`src/rtl/pipe_stage_reg_pkg.sv`:
```
// Shared widths, control-field offsets and state encoding for pipeline stage registers.
package pipe_pkg;

  localparam int PIPE_DEST_W = 5;
  localparam int PIPE_CTRL_W = 5;
  localparam int PIPE_DATA_W = 32;

  // Packed control field layout: memwrite[1:0], memread[1:0], memtoreg
  localparam int CTRL_MEMWRITE_LSB = 0;
  localparam int CTRL_MEMREAD_LSB  = 2;
  localparam int CTRL_MEMTOREG_BIT = 4;

  typedef enum logic [1:0] {
    EMPTY = 2'd0,
    ONE   = 2'd1,
    TWO   = 2'd2
  } pipe_state_t;

endpackage

```
`src/rtl/pipe_skid_buf.sv`:
```
// Second-entry holding register for a pipeline stage: one entry plus its valid bit.
module pipe_skid_buf #(
  parameter int DEST_W = 5,
  parameter int CTRL_W = 5,
  parameter int DATA_W = 32
) (
  input  logic              clk,
  input  logic              rst,
  input  logic              load,
  input  logic              clear,
  input  logic [DEST_W-1:0] in_dest,
  input  logic [CTRL_W-1:0] in_ctrl,
  input  logic [DATA_W-1:0] in_data,
  output logic              valid,
  output logic [DEST_W-1:0] dest,
  output logic [CTRL_W-1:0] ctrl,
  output logic [DATA_W-1:0] data
);

  always_ff @(posedge clk or negedge rst) begin
    if (!rst) begin
      valid <= 1'b0;
      dest  <= '0;
      ctrl  <= '0;
      data  <= '0;
    end else if (clear) begin
      valid <= 1'b0;
    end else if (load) begin
      valid <= 1'b1;
      dest  <= in_dest;
      ctrl  <= in_ctrl;
      data  <= in_data;
    end
  end

endmodule

```
`src/rtl/pipe_stage_reg.sv`:
```
// Pipeline stage register with valid/ready handshake, flush and bubble control gating.
// Define PIPE_STAGE_SKID_EN for the two-entry skid variant with a registered in_ready.
//
// state | meaning
// EMPTY | nothing held, out_valid low
// ONE   | main register valid, skid empty
// TWO   | main and skid both valid, in_ready low (skid build only)
module pipe_stage_reg
  import pipe_pkg::*;
#(
  parameter int DEST_W = PIPE_DEST_W,
  parameter int CTRL_W = PIPE_CTRL_W,
  parameter int DATA_W = PIPE_DATA_W
) (
  input  logic              clk,
  input  logic              rst,
  input  logic              flush,
  input  logic              in_valid,
  output logic              in_ready,
  input  logic [DEST_W-1:0] in_dest,
  input  logic [CTRL_W-1:0] in_ctrl,
  input  logic [DATA_W-1:0] in_data,
  output logic              out_valid,
  input  logic              out_ready,
  output logic [DEST_W-1:0] out_dest,
  output logic [CTRL_W-1:0] out_ctrl,
  output logic [DATA_W-1:0] out_data
);

  pipe_state_t       state_q, state_d;
  logic              xfer_in, xfer_out;
  logic              main_load;
  logic [DEST_W-1:0] main_dest, nxt_dest;
  logic [CTRL_W-1:0] main_ctrl, nxt_ctrl;
  logic [DATA_W-1:0] main_data, nxt_data;

  assign out_valid = (state_q != EMPTY);
  assign xfer_in   = in_valid && in_ready;
  assign xfer_out  = out_valid && out_ready;

`ifdef PIPE_STAGE_SKID_EN
  logic              in_ready_q;
  logic              main_from_skid;
  logic              skid_load, skid_clear;
  logic              skid_valid;
  logic [DEST_W-1:0] skid_dest;
  logic [CTRL_W-1:0] skid_ctrl;
  logic [DATA_W-1:0] skid_data;

  pipe_skid_buf #(
    .DEST_W(DEST_W),
    .CTRL_W(CTRL_W),
    .DATA_W(DATA_W)
  ) u_skid (
    .clk    (clk),
    .rst    (rst),
    .load   (skid_load),
    .clear  (skid_clear),
    .in_dest(in_dest),
    .in_ctrl(in_ctrl),
    .in_data(in_data),
    .valid  (skid_valid),
    .dest   (skid_dest),
    .ctrl   (skid_ctrl),
    .data   (skid_data)
  );

  assign in_ready = in_ready_q;
  assign nxt_dest = main_from_skid ? skid_dest : in_dest;
  assign nxt_ctrl = main_from_skid ? skid_ctrl : in_ctrl;
  assign nxt_data = main_from_skid ? skid_data : in_data;

  always_comb begin
    state_d        = state_q;
    main_load      = 1'b0;
    main_from_skid = 1'b0;
    skid_load      = 1'b0;
    skid_clear     = 1'b0;
    if (flush) begin
      state_d    = EMPTY;
      skid_clear = 1'b1;
    end else begin
      case (state_q)
        EMPTY: begin
          if (xfer_in) begin
            main_load = 1'b1;
            state_d   = ONE;
          end
        end
        ONE: begin
          if (xfer_in && xfer_out) begin
            main_load = 1'b1;
          end else if (xfer_in) begin
            skid_load = 1'b1;
            state_d   = TWO;
          end else if (xfer_out) begin
            state_d = EMPTY;
          end
        end
        TWO: begin
          // Skid always drains into main before anything new is accepted
          if (xfer_out && skid_valid) begin
            main_load      = 1'b1;
            main_from_skid = 1'b1;
            skid_clear     = 1'b1;
            state_d        = ONE;
          end
        end
        default: state_d = EMPTY;
      endcase
    end
  end

  always_ff @(posedge clk or negedge rst) begin
    if (!rst) in_ready_q <= 1'b1;
    else      in_ready_q <= (state_d != TWO);
  end
`else
  assign in_ready = out_ready || !out_valid;
  assign nxt_dest = in_dest;
  assign nxt_ctrl = in_ctrl;
  assign nxt_data = in_data;

  always_comb begin
    state_d   = state_q;
    main_load = 1'b0;
    if (flush) begin
      state_d = EMPTY;
    end else if (xfer_in) begin
      main_load = 1'b1;
      state_d   = ONE;
    end else if (xfer_out) begin
      state_d = EMPTY;
    end
  end
`endif

  always_ff @(posedge clk or negedge rst) begin
    if (!rst) begin
      state_q   <= EMPTY;
      main_dest <= '0;
      main_ctrl <= '0;
      main_data <= '0;
    end else begin
      state_q <= state_d;
      if (main_load) begin
        main_dest <= nxt_dest;
        main_ctrl <= nxt_ctrl;
        main_data <= nxt_data;
      end
    end
  end

  assign out_dest = main_dest;
  assign out_data = main_data;
  // A bubble must never present memwrite/memread/memtoreg downstream
  assign out_ctrl = out_valid ? main_ctrl : '0;

endmodule

```
`config.mk`:
```
export PLATFORM = sky130hd
export DESIGN_NAME = pipe_stage_reg
export DESIGN_NICKNAME = d
export VERILOG_FILES = /design/src/rtl/pipe_stage_reg_pkg.sv /design/src/rtl/pipe_skid_buf.sv /design/src/rtl/pipe_stage_reg.sv
export SDC_FILE = /design/constraint.sdc
export NUM_CORES = 1
export LEC_CHECK = 0
export BUFFER_PORTS_ARGS = -buffer_cell sky130_fd_sc_hd__buf_2
export CAP_MARGIN = 25
export CORE_MARGIN = 4
export CORE_UTILIZATION = 35
export DETAILED_ROUTE_END_ITERATION = 7
export PLACE_DENSITY = 0.65
export SLEW_MARGIN = 20
export SYNTH_ARGS = -nofsm -noshare
export SYNTH_HDL_FRONTEND = slang
export SYNTH_HIERARCHICAL = 1
export SYNTH_SLANG_ARGS = --single-unit
```
`constraint.sdc`:
```
create_clock -name clk -period 2.65 [get_ports clk]
set_input_delay 0.265 -clock clk [delete_from_list [all_inputs] [get_ports clk]]
set_output_delay 0.265 -clock clk [all_outputs]
set_load 0.02 [all_outputs]
```
==> metrics.txt, run 1 <==
gpl congestion=~0.7; total die area=0.00594 mm²; status=finished, final reports clean; RSZ-0062 raised after global routing=no; count of warnings emitted by yosys=6; number of distinct library cells after synthesis=9; n_diodes=0; Hold WS=between 150 and 200 ps; Setup TNS Final=0 ps; Final period util=between 60% and 70%; Sw Ratio=roughly 29%; sequential cell fraction of total power=47.2%; nets=approximately 240; Die Height=slightly below 80 µm; fmax=about 620 MHz; Logic pwr share=between 20% and 30%; CTS sink count=between 40 and 50; GRT overflow=0; core area=between 0.004 and 0.005 mm²; first-pass GRT wire length=roughly 6.1 mm; CP Depth=4; peak supply drop=approximately 320 µV; CTS H-tree depth=2; DR vias/cell=approximately 4.6; largest net degree at the start of global routing=44; count of input and output buffers=90; Post-Syn Area=approximately 0.0017 mm²; dpl cell area=roughly 0.0022 mm²; final hold violation count=0; Post-DRT Antenna Nets=0; Setup CP Type=flop to flop; #FFs+latches synth=43; Post-synth EDFFs=0; final clock skew=7.02 ps; sequential area share after synthesis=64.5%; filler cell count=approximately 380; Max-Cap Viols=0; gr usage total=12.9%; Yosys top cell by area=dfrtp_1; Commonest cells post-synth=43 x dfrtp_1, 39 x mux2_2, 5 x and2_1; clk buf depth=2; clk slew on worst S/H paths=80 ps; CP top delay family=flip-flops; HPWL Detailed=2.73 mm; slowest stage cell, crit path=dfrtp_1; vias in the first global route=around 1.3k; area growth from synthesis to layout=37.5%; net load switching power=about 0.0005 W; layout cell share with drive strength beyond 1=a little under three quarters; Power, Total=0.00173 W; num ports=91; Rel. slew slack=around 66%; multi-input logic area=roughly 540 µm²; Worst R2R Start=state_q[0]$_DFFE_PN0P_; fraction of registers with async set/reset=between 90% and 100%; initial antenna violation count=0; most area-consuming cells after synthesis=dfrtp_1 64%, mux2_2 26%, buf_6 2.7%, mux2_1 2.0%, and2_1 1.9%; CP max stage delay=~430 ps; top-area cell type share of the netlist area=64.5%; crit path buf inv count=1; crit path launch=state_q[0]$_DFFE_PN0P_; WL final=3.60 mm; critical path cell sequence=nor2b_4 -> nor3b_4 -> buf_4 -> mux2_2; crit path time final=roughly 1600 ps; worst-margin pin slew=between 500 and 600 ps; drt wl/cell=14.5 µm; Leakage=between 1 and 1.5 nW; Finished Layout Cells=roughly 250; # rows=24; CP startpoint kind=flop; Final setup viols=0; R2R depth=4; TritonCTS clock tree=done; Power Density=approximately 750 mW/mm²; clk_lat worst skew=280 ps; CTS Buf Count=5; Setup Buffers After CTS=0; Top FF cell, synth=dfrtp_1; internal power=between 0.001 and 0.0015 W; Worst Setup End Kind=flop; Final Slew Violations=0; Post-Synthesis Net Count=approximately 150; Critical Path RT=2820 ps; FF/Latch Area=approximately 0.0011 mm²; Hold Path Depth=2; Clock Root Buffer=clkbuf_8; Post-Synthesis Cells=between 90 and 100; clock power share=roughly 28%; most common cell in the netlist=dfrtp_1; HP Class=input pin to flop; Initial Util=a little under two fifths; fin area=~0.0023 mm²; DRT iter0 DRCs=between 40 and 50; # DRC=0; Vias=1,148; router iterations before antenna repair=2; die width=~77 µm; dpl cells=239; Worst EP arrival=between 1500 and 2000 ps; worst hold start=flush; Critical Path Fanout Max=24; Mapped Avg Cell Area=approximately 17 µm²
-- power by group through the flow --
stage / sequential (W) / combinational [W] / clock (W)
finish: 0.000817 / 0.000437 / 0.000476
global route: 0.000836 / 0.000468 / 0.000532
CTS: 0.000819 / 0.000438 / 0.000495
detailed placement: 0.000831 / 0.000439 / 0
global placement: 0.000824 / 0.000426 / 0
floorplan: 0.000952 / 0.000138 / 0
-- what timing repair did --
item,4_1_cts,5_1_grt
endpoints found under the setup margin,0,0
hold endpoints to repair,0,20
gates resized for setup,0,0
hold buffers,0,1
-- registers in the layout, indices dropped and copies added (netlist names) --
name,count
out_data,32
main_ctrl,5
out_dest,5
state_q,1
-- kinds of logic after synthesis --
family,count (synthesis),synth area share [%]
and+or+nand+nor,9,4.27
DFF,43,64.5
muxes,42,28.3
buffers and inverters,5,2.92
-- placed cells by master, fill, tap and decap left out --
| cell | netlist | layout |
|---|---|---|
| clkbuf_8 | 0 | 5 |
| nor2b_4 | 1 | 1 |
| nor2_1 | 2 | 2 |
| bufinv_16 | 0 | 1 |
| buf_16 | 0 | 1 |
| inv_1 | 1 | 1 |
| mux2_1 | 3 | 3 |
| buf_2 | 0 | 90 |
| nor3b_4 | 1 | 1 |
| dfrtp_1 | 43 | 43 |
| clkbuf_1 | 0 | 1 |
| dlygate4sd3_1 | 0 | 1 |
| mux2_2 | 39 | 39 |
| and2_1 | 5 | 5 |
| buf_4 | 0 | 2 |
-- worst paths after layout --
| kind | end | slack [ps] |
|---|---|---|
| max | out_data[15]$_DFFE_PN0P_ | 1040 |
| min | state_q[0]$_DFFE_PN0P_ | 180 |
| max reg2reg | out_data[15]$_DFFE_PN0P_ | 1040 |
| min reg2reg | out_dest[4]$_DFFE_PN0P_ | 490 |
| max in group asynchronous | out_data[20]$_DFFE_PN0P_ | 1680 |
| min in group asynchronous | out_data[23]$_DFFE_PN0P_ | 480 |
-- final cells by class --
type | count | area share, %
well taps | 52 | 2.84
flip-flops and latches | 43 | 46.9
clock inverters | 1 | 1.31
clock buffers | 6 | 3.16
repair buffers | 94 | 21.9
multi-input cells | 51 | 23.7
inverters | 1 | 0.164
-- layer usage --
| metal | GRT usage (%) | share of wire, % | up-vias |
|---|---|---|---|
| li1 | - | - | 537 |
| met1 | 14.3 | 37 | 558 |
| met2 | 22.9 | 55 | 49 |
| met3 | 4.45 | 7.5 | 4 |
| met4 | 4.27 | 0.89 | 0 |
| met5 | 0 | 0 | - |
-- stage by stage --
step | util, % | setup WS (ps)
finish | 51.3 | 1040
global route | 51.3 | 940
detailed placement | 48.2 | 1050
floorplan | - | 1060
global placement | 48.2 | 1130
CTS | 50.4 | 1030
(Power assumes the default switching activity.)
==> run 2, diff against run 1 <==
--- a/config.mk
+++ b/config.mk
@@ -5,12 +5,13 @@
 export SDC_FILE = /design/constraint.sdc
 export NUM_CORES = 1
 export LEC_CHECK = 0
+export ABC_AREA = 1
 export BUFFER_PORTS_ARGS = -buffer_cell sky130_fd_sc_hd__buf_2
 export CAP_MARGIN = 25
 export CORE_MARGIN = 4
 export CORE_UTILIZATION = 35
 export DETAILED_ROUTE_END_ITERATION = 7
-export PLACE_DENSITY = 0.65
+export PLACE_DENSITY = 0.67
 export SLEW_MARGIN = 20
 export SYNTH_ARGS = -nofsm -noshare
 export SYNTH_HDL_FRONTEND = slang
==> constraint.sdc (replaced) <==
create_clock -name clk -period 1.4 [get_ports clk]
set_input_delay 0.14 -clock clk [delete_from_list [all_inputs] [get_ports clk]]
set_output_delay 0.14 -clock clk [all_outputs]
set_load 0.02 [all_outputs]
==> run 2 against run 1 <==
First-iteration DRC count rose by 33%. Register-to-register slack got worse by 820 ps. Die area rose by 5.2%. Critical endpoint is now in_ready. Largest power group unchanged.
==> metrics.txt, run 2 <==
WL final=4.26 mm (was 3.60 mm); sequential area share after synthesis=60.9% (was 64.5%); clk slew on worst S/H paths=80 ps (about the same); most area-consuming cells after synthesis=dfrtp_1 61%, nand2_1 19%, nand3_1 12%, buf_6 2.6%, buf_2 2.3% (was dfrtp_1 64%, mux2_2 26%, buf_6 2.7%, mux2_1 2.0%, and2_1 1.9%); HP Class=input pin to flop (unchanged); num ports=91 (unchanged); DRT iter0 DRCs=64 (was 48); TritonCTS clock tree=done (unchanged); Critical Path Fanout Max=16 (was 24); crit path time final=about 1300 ps; Worst Setup End Kind=output port (was flop); most frequent cells in the layout=90 x buf_2, 89 x nand2_1, 42 x nand3_1, 42 x dfrtp_1, 7 x inv_1 (was 90 x buf_2, 43 x dfrtp_1, 39 x mux2_2); vias in the first global route=1,545 (was 1,278); # rows=25 (was 24); reg2reg end=out_data[8]$_DFFE_PN0P_ (was out_data[15]$_DFFE_PN0P_); Power, Total=0.00302 W (was 0.00173 W); Critical Path RT=1260 ps (was 2820 ps); Worst EP arrival=1190 ps (was 1780 ps); Hold Path Depth=2 (unchanged); most common cell in the netlist=nand2_1 (was dfrtp_1); drt wl/cell=12.0 µm (was 14.5 µm); area growth from synthesis to layout=34.7% (was 37.5%); worst-margin pin slew=456 ps (was 513 ps); Setup TNS Final=0 ps (unchanged); R2R depth=4 (unchanged); Clock Root Buffer=clkbuf_8 (unchanged); number of distinct library cells after synthesis=10 (was 9); Max-Cap Viols=0 (unchanged); Final setup viols=0 (unchanged); Post-DRT Antenna Nets=0 (unchanged); crit path launch=state_q[0]$_DFFE_PN0P_ (unchanged); Die Height=79.0 µm (was 77.1 µm); Power Density=1270 mW/mm² (was 754 mW/mm²); router iterations before antenna repair=4 (was 2); GRT overflow=0 (unchanged); Post-Synthesis Cells=197 (was 99); Post-Syn Area=0.00177 mm² (was 0.00167 mm²); clk_lat worst skew=290 ps (was 280 ps); Worst R2R Start=state_q[0]$_DFFE_PN0P_ (unchanged); Leakage=1.43 nW (was 1.14 nW); DR vias/cell=4.50 (was 4.63); status=finished, final reports clean (unchanged); Rel. slew slack=69.6% (was 65.8%); peak supply drop=504 µV (was 323 µV); filler cell count=511 (was 384); core area=0.00482 mm² (was 0.00447 mm²); nets=336 (was 243); reg2reg setup slack=220 ps (was 1040 ps); Final Slew Violations=0 (unchanged); Vias=1,603 (was 1,148); total die area=0.00624 mm² (was 0.00594 mm²); HPWL Detailed=3.05 mm (was 2.73 mm); Final period util=between 90% and 100%; fin area=0.00238 mm² (was 0.00229 mm²); Initial Util=36.6% (was 37.3%); Top FF cell, synth=dfrtp_1 (unchanged); Mapped Avg Cell Area=8.96 µm² (was 16.9 µm²); CTS Buf Count=5 (unchanged); CTS H-tree depth=2 (unchanged); count of input and output buffers=90 (unchanged); Post-Synthesis Net Count=244 (was 146); Setup CP Type=flop to output port (was flop to flop); fmax=around 750 MHz; gpl congestion=0.682 (was 0.698); most common cell after layout, fill and taps aside=buf_2 (unchanged); clk buf depth=2 (unchanged); CTS sink count=43 (unchanged); Commonest cells post-synth=89 x nand2_1, 43 x dfrtp_1, 42 x nand3_1 (was 43 x dfrtp_1, 39 x mux2_2, 5 x and2_1); gr usage total=14.1% (was 12.9%); count of warnings emitted by yosys=6 (unchanged); first-pass GRT wire length=6.98 mm (was 6.07 mm); RSZ-0062 raised after global routing=no (unchanged); # DRC=0 (unchanged); max reg flops=32 (unchanged); Yosys top cell by area=dfrtp_1 (unchanged); die width=79.0 µm (was 77.1 µm); dpl cell area=0.00226 mm² (was 0.00215 mm²); final hold violation count=0 (unchanged); Setup crit end=in_ready (was out_data[15]$_DFFE_PN0P_); Post-synth EDFFs=0 (unchanged); layout cell share with drive strength beyond 1=37.0% (was 71.4%); largest net degree at the start of global routing=43 (was 44); final clock skew=9.48 ps (was 7.02 ps); fraction of registers with async set/reset=100% (unchanged); CP startpoint kind=flop (unchanged); #FFs+latches synth=43 (unchanged); top-area cell type share of the netlist area=60.9% (was 64.5%); initial antenna violation count=0 (unchanged); n_diodes=0 (unchanged)
-- run 2: final cells by class --
cell class / instances / area (µm²) / share of cell area [%]
clock buffers: 6 / 82.6 / 3.47
multi-input cells: 135 / 578 / 24.3
clock inverters: 1 / 5.00 / 0.210
repair buffers: 97 / 526 / 22.1
flip-flops and latches: 43 / 1080 / 45.3
inverters: 7 / 26.3 / 1.10
well taps: 67 / 83.8 / 3.52
-- run 2: cells by family (layout without fill, tap and decap cells) --
| family | after synthesis | after routing | share of synthesized area (%) |
|---|---|---|---|
| simple gates | 134 | 134 | 32.5 |
| flops | 43 | 43 | 60.9 |
| buf+inv | 19 | 111 | 6.31 |
| compound gates | 1 | 1 | 0.283 |
-- run 2: through the flow --
step	utilization [%]	hold slack, ps	std cells	setup WS, ps
6_report	49.4	39.8	356	70.7
5_1_grt	49.4	36.0	356	9.19
4_1_cts	49.1	29.1	355	17.2
3_5_place_dp	47.0	111	347	220
3_3_place_gp	47.0	109	347	259
2_1_floorplan	-	-156	197	228
-- run 2: repair_timing --
item                                   in CTS  in global routing
resized for setup                           2                  1
endpoints found under the hold margin      18                  0
setup buffers                               0                  1
setup endpoints to repair                   1                  1
hold buffers                                1                  0
-- run 2: how the worst min path moves through the flow --
| stage | startpoint | slack [ps] | end |
|---|---|---|---|
| 4_1_cts | flush | 30 | state_q[0]$_DFFE_PN0P_ |
| 5_1_grt | flush | 40 | state_q[0]$_DFFE_PN0P_ |
| 6_report | flush | 40 | state_q[0]$_DFFE_PN0P_ |
| 3_5_place_dp | rst | 110 | out_dest[2]$_DFFE_PN0P_ |
| 3_3_place_gp | rst | 110 | out_dest[2]$_DFFE_PN0P_ |
| 2_1_floorplan | rst | -160 | main_ctrl[0]$_DFFE_PN0P_ |
-- run 2: power by group --
group,internal [W],switching (W),total (W)
Sequential,0.00142,0.0000917,0.00151
Clock,0.000387,0.000388,0.000775
Combinational,0.000260,0.000474,0.000734
-- run 2: per-layer routing --
layer  vias to the layer above  track usage (%)  routed length, µm
met2                        57             23.3               2110
met5                         -                0                  0
met4                         0             5.50                 25
li1                        798                -                  -
met1                       744             17.1               1770
met3                         4             4.31                356
-- run 2: critical path: stages (launching register included) --
cell and delay [ps]:
dfrtp_2 440, nand2_2 130, buf_8 160, buf_2 170
==> run 3, diff against run 2 <==
==> constraint.sdc (replaced) <==
create_clock -name clk -period 1.2 [get_ports clk]
set_input_delay 0.12 -clock clk [delete_from_list [all_inputs] [get_ports clk]]
set_output_delay 0.12 -clock clk [all_outputs]
set_load 0.02 [all_outputs]
==> run 3 against run 2 <==
Register-to-register slack worse by 140 ps. Flip-flop and latch count unchanged. Worst hold slack worse by 24 ps. Combinational power up 21%. Setup slack worse by 37 ps. Utilization up 1.7 points. Total power up 21%. Wire length up 0.47%. Sequential power up 17%. Clock skew down 4.5 ps. Non-clock buffer count up 3.
==> metrics.txt, run 3 (synthesis gave the netlist of run 2 again) <==
status=finished, final reports clean (unchanged); clk buf depth=2 (unchanged); most frequent cells in the layout=84 x nand2_1, 84 x buf_2, 43 x dfrtp_1 (was 90 x buf_2, 89 x nand2_1, 42 x nand3_1, 42 x dfrtp_1, 7 x inv_1); HPWL Detailed=2.94 mm (was 3.05 mm); final core occ=51.1% (was 49.4%); fin worst setup slack=34.1 ps (was 70.7 ps); nets=339 (was 336); Vias=1,591 (was 1,603); R2R depth=4 (unchanged); final hold violation count=0 (unchanged); Power Density=1480 mW/mm² (was 1270 mW/mm²); core area=0.00482 mm² (unchanged); gr usage total=14.0% (was 14.1%); max reg flops=32 (unchanged); Initial Util=36.6% (unchanged); CP top delay family=flip-flops (unchanged); DRT iter0 DRCs=75 (was 64); Clock Root Buffer=clkbuf_8 (unchanged); RSZ-0062 raised after global routing=yes (was no); Post-DRT Antenna Nets=0 (unchanged); drt wl/cell=11.9 µm (was 12.0 µm); Critical Path RT=1080 ps (was 1260 ps); routing usage on met1=16.3% (was 17.1%); router iterations before antenna repair=4 (unchanged); first-pass GRT wire length=6.84 mm (was 6.98 mm); die width=79.0 µm (unchanged); Worst Setup End Kind=output port (unchanged); num ports=91 (unchanged); clk slew on worst S/H paths=70 ps (was 80 ps); Post-Place Setup Slack=84.8 ps (was 220 ps); n_diodes=0 (unchanged); initial antenna violation count=0 (unchanged); fmax=between 800 and 900 MHz; # rows=25 (unchanged); met2 usage=23.3% (unchanged); TritonCTS clock tree=done (unchanged); gpl congestion=0.701 (was 0.682); Max-Cap Viols=0 (unchanged); grt peak-use layer=met2 (unchanged); crit path launch=state_q[0]$_DFFE_PN0P_ (unchanged); Setup crit end=in_ready (unchanged); largest net degree at the start of global routing=44 (was 43); reg2reg setup slack=80 ps (was 220 ps); HP Class=input pin to flop (unchanged); Final Slew Violations=0 (unchanged); CP startpoint kind=flop (unchanged); CTS Buf Count=5 (unchanged); Hold WS=15.7 ps (was 39.8 ps); slowest stage cell, crit path=dfrtp_1 (was dfrtp_2); reg2reg end=out_data[2]$_DFFE_PN0P_ (was out_data[8]$_DFFE_PN0P_); peak supply drop=753 µV (was 504 µV); Worst EP arrival=1050 ps (was 1190 ps); count of input and output buffers=90 (unchanged); filler cell count=497 (was 511); CTS H-tree depth=2 (unchanged); WL final=4.28 mm (was 4.26 mm); met3 usage=4.42% (was 4.31%); total die area=0.00624 mm² (unchanged); crit path buf inv count=2 (unchanged); final clock skew=4.96 ps (was 9.48 ps); crit path time final=approximately 1200 ps; Rel. slew slack=70.4% (was 69.6%); Final period util=between 90% and 100%; GRT overflow=0 (unchanged); Critical Path Fanout Max=4 (was 16); Leakage=1.44 nW (was 1.43 nW); Worst R2R Start=state_q[0]$_DFFE_PN0P_ (unchanged); worst-margin pin slew=444 ps (was 456 ps); Die Height=79.0 µm (unchanged); # DRC=0 (unchanged); clk_lat worst skew=290 ps (about the same); CP most frequent cell=buf_6; critical path cell sequence=nand2_2 -> buf_6 -> buf_6 (was nand2_2 -> buf_8 -> buf_2); CP max stage delay=400 ps (was 440 ps); Final setup viols=0 (unchanged); vias in the first global route=1,483 (was 1,545); DR vias/cell=4.42 (was 4.50); CTS sink count=43 (unchanged); area growth from synthesis to layout=39.5% (was 34.7%); layout cell share with drive strength beyond 1=40.6% (was 37.0%); Setup CP Type=flop to output port (unchanged); CP Depth=3 (unchanged)
## run 3: cell types whose count changed in the layout (fill, tap and decap cells not counted)
cell / delta
buf_4: +2
clkinv_2: -1
nand2_1: -5
inv_1: -5
clkbuf_8: +1
nand2_2: +5
buf_8: -1
buf_6: +8
dfrtp_2: -1
clkbuf_1: +1
inv_2: +5
dfrtp_1: +1
buf_2: -6
## run 3: final cells by class
cell class	instances	area, µm²	share of cell area, %
Clock buffer	8	100	4.07
Inverter	7	26.3	1.07
Multi-Input combinational cell	135	591	24.0
Sequential cell	43	1080	43.7
Tap cell	67	83.8	3.40
Timing Repair Buffer	100	586	23.8
## run 3: worst register-to-register path, delay by kind of cell (launching register included)
kind             cells  cell delay (ps)
AND/OR/NAND/NOR      4              620
flip-flops           1              400
## run 3: what timing repair did
action / CTS / global route
hold endpoints to repair: 43 / 0
pin swaps: 1 / 0
endpoints found under the setup margin: 6 / 39
hold buffers: 1 / 0
resized for setup: 7 / 17
setup buffers: 2 / 0
## run 3: worst min-delay path by stage
stage | from | cells past startpoint | to | slack, ps
floorplan | rst | 0 | main_ctrl[0]$_DFFE_PN0P_ | -180
global placement | rst | 2 | out_dest[2]$_DFFE_PN0P_ | 110
detailed placement | rst | 2 | out_dest[2]$_DFFE_PN0P_ | 110
CTS | flush | 2 | state_q[0]$_DFFE_PN0P_ | 3
global route | flush | 2 | state_q[0]$_DFFE_PN0P_ | 20
finish | flush | 2 | state_q[0]$_DFFE_PN0P_ | 20
## run 3: power breakdown
part / leakage [nW] / total, W / switching [W] / internal (W)
clock network: 0.0515 / 0.000991 / 0.000466 / 0.000525
registers: 0.533 / 0.00177 / 0.000110 / 0.00166
logic: 0.859 / 0.000887 / 0.000560 / 0.000327
total: 1.44 / 0.00364 / 0.00114 / 0.00251
## run 3: layer usage
metal	part of all wire (%)	up-vias
met2	47	54
met3	8.9	7
met5	0	-
met1	42	724
met4	1.8	0
li1	-	806
## run 3: metrics by stage
step                TNS, ps  cell area (µm²)  power, W  cells
CTS                       0             2430   0.00368    360
finish                    0             2460   0.00364    360
global route           -707             2460   0.00384    360
detailed placement        0             2280   0.00266    349
floorplan                 0             1770   0.00229    197
global placement          0             2280   0.00264    349
